<file path="config.mk">
export PLATFORM = sky130hd
export DESIGN_NAME = typed_fifo
export DESIGN_NICKNAME = d
export VERILOG_FILES = /design/src/rtl/fifo_pkg.sv /design/src/rtl/fifo_ptr_ctrl.sv /design/src/rtl/typed_fifo.sv
export SDC_FILE = /design/constraint.sdc
export NUM_CORES = 1
export LEC_CHECK = 0
export ABC_AREA = 1
export BUFFER_PORTS_ARGS = -buffer_cell sky130_fd_sc_hd__buf_4
export CAP_MARGIN = 10
export CORE_MARGIN = 2
export CORE_UTILIZATION = 50
export DETAILED_ROUTE_END_ITERATION = 7
export PLACE_DENSITY = 0.68
export SYNTH_ARGS = -nofsm -noshare
export SYNTH_HDL_FRONTEND = slang
export SYNTH_HIERARCHICAL = 1
export SYNTH_SLANG_ARGS = --single-unit
export TNS_END_PERCENT = 30
</file>
<file path="constraint.sdc">
create_clock -name clk -period 10.2 [get_ports clk]
set_clock_uncertainty 0.15 [all_clocks]
set_input_delay 0.51 -clock clk [delete_from_list [all_inputs] [get_ports clk]]
set_output_delay 0.51 -clock clk [all_outputs]
set_load 0.03 [all_outputs]
</file>
<file path="src/rtl/fifo_pkg.sv">
// Shared payload type, idle value and pointer-width helper for the typed FIFO family.
package fifo_pkg;

  typedef struct packed {
    logic x;
    int   y;
    time  z;
  } payload_t;

  localparam payload_t PAYLOAD_IDLE = '{x: 1'b1, y: 7, z: 10};

  function automatic int ptr_w(input int depth);
    return $clog2(depth);
  endfunction

endpackage

</file>
<file path="src/rtl/fifo_ptr_ctrl.sv">
// Pointer, occupancy and status control for typed_fifo; knows nothing about the payload.
module fifo_ptr_ctrl
  import fifo_pkg::*;
#(
  parameter int DEPTH    = 8,
  parameter int AF_LEVEL = DEPTH - 2
) (
  input  logic                         clk,
  input  logic                         rst_n,
  input  logic                         flush,
  input  logic                         in_valid,
  input  logic                         out_ready,
  output logic                         wr_en,
  output logic [ptr_w(DEPTH)-1:0]      wr_ptr,
  output logic [ptr_w(DEPTH)-1:0]      rd_ptr,
  output logic [$clog2(DEPTH+1)-1:0]   count,
  output logic                         full,
  output logic                         empty,
  output logic                         almost_full
);

  localparam int CW = $clog2(DEPTH + 1);

  if (DEPTH < 2 || (DEPTH & (DEPTH - 1)) != 0) begin : g_bad_depth
    $fatal(1, "fifo_ptr_ctrl: DEPTH must be a power of two >= 2");
  end
  if (AF_LEVEL < 1 || AF_LEVEL > DEPTH) begin : g_bad_af
    $fatal(1, "fifo_ptr_ctrl: AF_LEVEL must lie in 1..DEPTH");
  end

  logic push;
  logic pop;

  assign full        = (count == CW'(DEPTH));
  assign empty       = (count == '0);
  assign almost_full = (count >= CW'(AF_LEVEL));
  assign push        = in_valid & ~full;
  assign pop         = out_ready & ~empty;
  // A flushed push must not land in storage either, so the write is masked too.
  assign wr_en       = push & ~flush;

  always_ff @(posedge clk or negedge rst_n) begin
    if (!rst_n) begin
      wr_ptr <= '0;
      rd_ptr <= '0;
      count  <= '0;
    end else if (flush) begin
      wr_ptr <= '0;
      rd_ptr <= '0;
      count  <= '0;
    end else begin
      if (push) wr_ptr <= wr_ptr + 1'b1;
      if (pop)  rd_ptr <= rd_ptr + 1'b1;
      if (push && !pop)      count <= count + 1'b1;
      else if (pop && !push) count <= count - 1'b1;
    end
  end

endmodule

</file>
<file path="src/rtl/typed_fifo.sv">
// First-word-fall-through FIFO carrying an arbitrary packed payload type T.
module typed_fifo
  import fifo_pkg::*;
#(
  parameter type T        = fifo_pkg::payload_t,
  parameter int  DEPTH    = 8,
  parameter int  AF_LEVEL = DEPTH - 2,
  parameter T    IDLE_VAL = fifo_pkg::PAYLOAD_IDLE
) (
  input  logic                       clk,
  input  logic                       rst_n,
  input  logic                       flush,
  input  logic                       in_valid,
  output logic                       in_ready,
  input  T                           in_data,
  output logic                       out_valid,
  input  logic                       out_ready,
  output T                           out_data,
  output logic [$clog2(DEPTH+1)-1:0] count,
  output logic                       almost_full
);

  localparam int PW = ptr_w(DEPTH);

  logic          wr_en;
  logic [PW-1:0] wr_ptr;
  logic [PW-1:0] rd_ptr;
  logic          full;
  logic          empty;

  // Handshake: a beat moves when valid & ready on that side at a rising edge;
  // in_ready is !full only, so a pop never frees a slot for a same-cycle push.
  fifo_ptr_ctrl #(
    .DEPTH    (DEPTH),
    .AF_LEVEL (AF_LEVEL)
  ) u_ctrl (
    .clk         (clk),
    .rst_n       (rst_n),
    .flush       (flush),
    .in_valid    (in_valid),
    .out_ready   (out_ready),
    .wr_en       (wr_en),
    .wr_ptr      (wr_ptr),
    .rd_ptr      (rd_ptr),
    .count       (count),
    .full        (full),
    .empty       (empty),
    .almost_full (almost_full)
  );

  T mem [DEPTH];

  always_ff @(posedge clk) begin
    if (wr_en) mem[wr_ptr] <= in_data;
  end

  assign in_ready  = ~full;
  assign out_valid = ~empty;
  assign out_data  = out_valid ? mem[rd_ptr] : IDLE_VAL;

endmodule

</file>
==> results.json <==
{
  "outcome": "finished, final reports clean",
  "start_util_pct": 50.3,
  "rrSetupSlack_ns": 6.24,
  "ys_async_sr_fraction_pct": 1.27,
  "min_period_over_period_pct": 54.0,
  "dp_hpwl_um": 38400,
  "final_common_cell": "nand2_1",
  "port_buffers": 205,
  "synth_cell_types": 26,
  "rows": 96,
  "tns_ns": 0,
  "hold_start": "in_valid",
  "cts_resized": 0,
  "r2r-start": "u_ctrl/count[3]",
  "cap_violations": 0,
  "wire_per_inst_um": 16.8,
  "fin_crit_ns": 5.51,
  "finalSetupViolCount": 0,
  "worst_ep_arrival_time_ns": 4.85,
  "most-common-layout-cells": "977 x nand2_1, 776 x edfxtp_1, 744 x inv_1, 506 x nand3_1, 232 x buf_4",
  "wirelength_um": 77600,
  "viasPerCell": 4.96,
  "io_pins": 206,
  "layout.cells.non_filler": 4612,
  "vias": 22870,
  "clock-root-buffer": "clkbuf_16",
  "use_met3_pct": 3.35,
  "gr-usage-met1_pct": 29.4,
  "p_comb_share_pct": 33.5,
  "min_to": "u_ctrl/wr_ptr[1]",
  "cts_tree": "yes",
  "grt.met2_usage_pct": 37.7,
  "p_seq_share_pct": 36.9,
  "hold_viol": 0,
  "grt_usage_pct": 22.1,
  "tightest_slew_ns": 1.13,
  "powerDensity_mw_per_mm2": 252,
  "grt_first_pass_wirelength_um": 121000,
  "maxClockFrequency_mhz": 182,
  "clk_pin_slew_ns": 0.06,
  "synth_edf_count": 776,
  "internal_power_mw": 6.47,
  "cts_max_level": 3,
  "dp_cells": 4359,
  "p_clk_share_pct": 29.6,
  "path_max_fanout": 99,
  "multiInputGateArea_mm2": 0.00726,
  "slew_viol_final": 0,
  "drt_iter0_markers": 1765,
  "die_y_um": 266,
  "synth.net_count": 3510,
  "crit_type": "flop to primary output",
  "drive_gt1_share_pct": 10.1,
  "synth_top_cell_area_share_pct": 67.9,
  "drc_errors": 0,
  "clock_latency_ns": 0.61,
  "ir_worst_vdd_mv": 0.214,
  "dr.pass1.iters": 5,
  "leakagePower_nw": 17.9,
  "grt_max_degree": 197,
  "layout.nets": 3768,
  "yosys_warnings": 6,
  "p_sw_mw": 3.66,
  "post_cts_buffers": 0,
  "ant_nets": 0,
  "area_growth_pct": 17.3,
  "synthTopCellsByArea": "edfxtp_1 68%, nand2_1 11%, inv_1 8.1%",
  "place_congestion": 0.746,
  "r2r-end": "mem[3][19]",
  "yosys_register_bits": 786,
  "overflow": 0,
  "max_slew_margin_pct": 24.8,
  "ys_seq_area_share_pct": 68.6,
  "worstHoldPathType": "primary input to flop",
  "ff2ff_path_depth": 9,
  "cts_buffers": 83,
  "synthCells": 3403,
  "dieArea_mm2": 0.0707,
  "synth.largest_area_cell": "edfxtp_1",
  "cp-end-kind": "primary output",
  "startpoint_type": "flop",
  "switching_share_pct": 36.1,
  "clkSinkCount": 786,
  "clock_path_buffers": 3,
  "min_path_cells": 4,
  "fill_cells": 5592,
  "grt_pass1_vias": 21907,
  "core_mm2": 0.0682,
  "register_area_mm2": 0.0236,
  "antenna_found_initial": 7,
  "grt.busiest_layer": "met2",
  "die_w_um": 266,
  "rsz0062_at_grt": "false",
  "synth.avg_cell_area_um2": 10.1,
  "required_ns": 9.54,
  "synthesis.area_mm2": 0.0343,
  "synth_ff_type": "edfxtp_1"
}
[critical path: stages, from the launching register on]
cell     delay [ns]
dfrtp_4        0.72
buf_4          0.71
buf_4          0.96
buf_4          0.90
nand2_1        0.16
nand3_1        0.13
nand3_1        0.11
nand2_1        0.11
nor2_1         0.08
buf_4          0.17
[per-layer routing]
layer  vias to the layer above  wire length [µm]
met5                         -                39
met4                         6              1430
met3                       109              4780
met2                       668             38000
met1                     10840             33400
li1                      11247                 -
[cell type report]
type                    instances  area share [%]
diodes                          4          0.0249
multi-input cells            1708            18.0
clock buffers                 109            5.61
clock inverters                41            1.15
inverters                     750            7.04
well taps                     882            2.74
repair buffers                332            6.84
flip-flops and latches        786            58.5
[synthesized netlist by cell type (4+ instances only)]
cell / number
nand2_1: 977
edfxtp_1: 776
inv_1: 744
nand3_1: 506
nor2_1: 193
buf_2: 113
clkbuf_1: 29
buf_1: 15
dfrtp_1: 10
a21oi_1: 5
inv_2: 5
ha_1: 4
nand2_2: 4
[power groups by stage]
stage / clock (mW) / sequential [mW] / combinational, mW
after floorplan: 0 / 3.77 / 2.28
after global placement: 0 / 3.80 / 3.35
after detailed placement: 0 / 3.80 / 3.37
after CTS: 3.06 / 3.74 / 3.42
after global routing: 3.18 / 3.75 / 3.71
final: 3.00 / 3.74 / 3.39
[sequential cells by signal, indices dropped and copies added (netlist names)]
signal,cells
mem,776
u_ctrl/count,4
u_ctrl/rd_ptr,3
u_ctrl/wr_ptr,3
[repair_timing]
action	in CTS	in global routing
endpoints found under the hold margin	787	0
endpoints found under the setup margin	0	0
hold buffers	99	0
[cell families after synthesis]
family / after synthesis / share of synthesized area, %
xor gates and xnor gates: 2 / 0.0511
DFF: 786 / 68.6
AOI/OAI and AO/OA: 14 / 0.255
buffers and inverters: 909 / 10.4
and+or+nand+nor: 1687 / 20.5
adders and majority gates: 5 / 0.204
[worst max-delay path by stage]
stage / start / endpoint / slack, ns / cells after the start
detailed placement: u_ctrl/rd_ptr[0] / out_data[85] / 5.42 / 9
CTS: u_ctrl/rd_ptr[0] / out_data[85] / 4.74 / 9
global placement: u_ctrl/rd_ptr[0] / out_data[58] / 5.49 / 9
floorplan: u_ctrl/count[3] / mem[1][0] / 4.28 / 7
finish: u_ctrl/rd_ptr[0] / out_data[81] / 4.69 / 9
global route: u_ctrl/rd_ptr[0] / out_data[81] / 4.39 / 9
[stage by stage]
stage,hold WS (ns),worst slack [ns],instance area [µm²],utilization [%],power (mW)
after floorplan,0.0644,4.28,34300,-,6.05
after global placement,0.198,5.49,36500,53.5,7.15
after detailed placement,0.201,5.42,36500,53.5,7.17
after CTS,0.0498,4.74,40200,59.0,10.2
after global routing,0.0830,4.39,40200,59.0,10.6
final,0.0861,4.69,40200,59.0,10.1
Note: power is estimated with default switching activity, not from simulation.
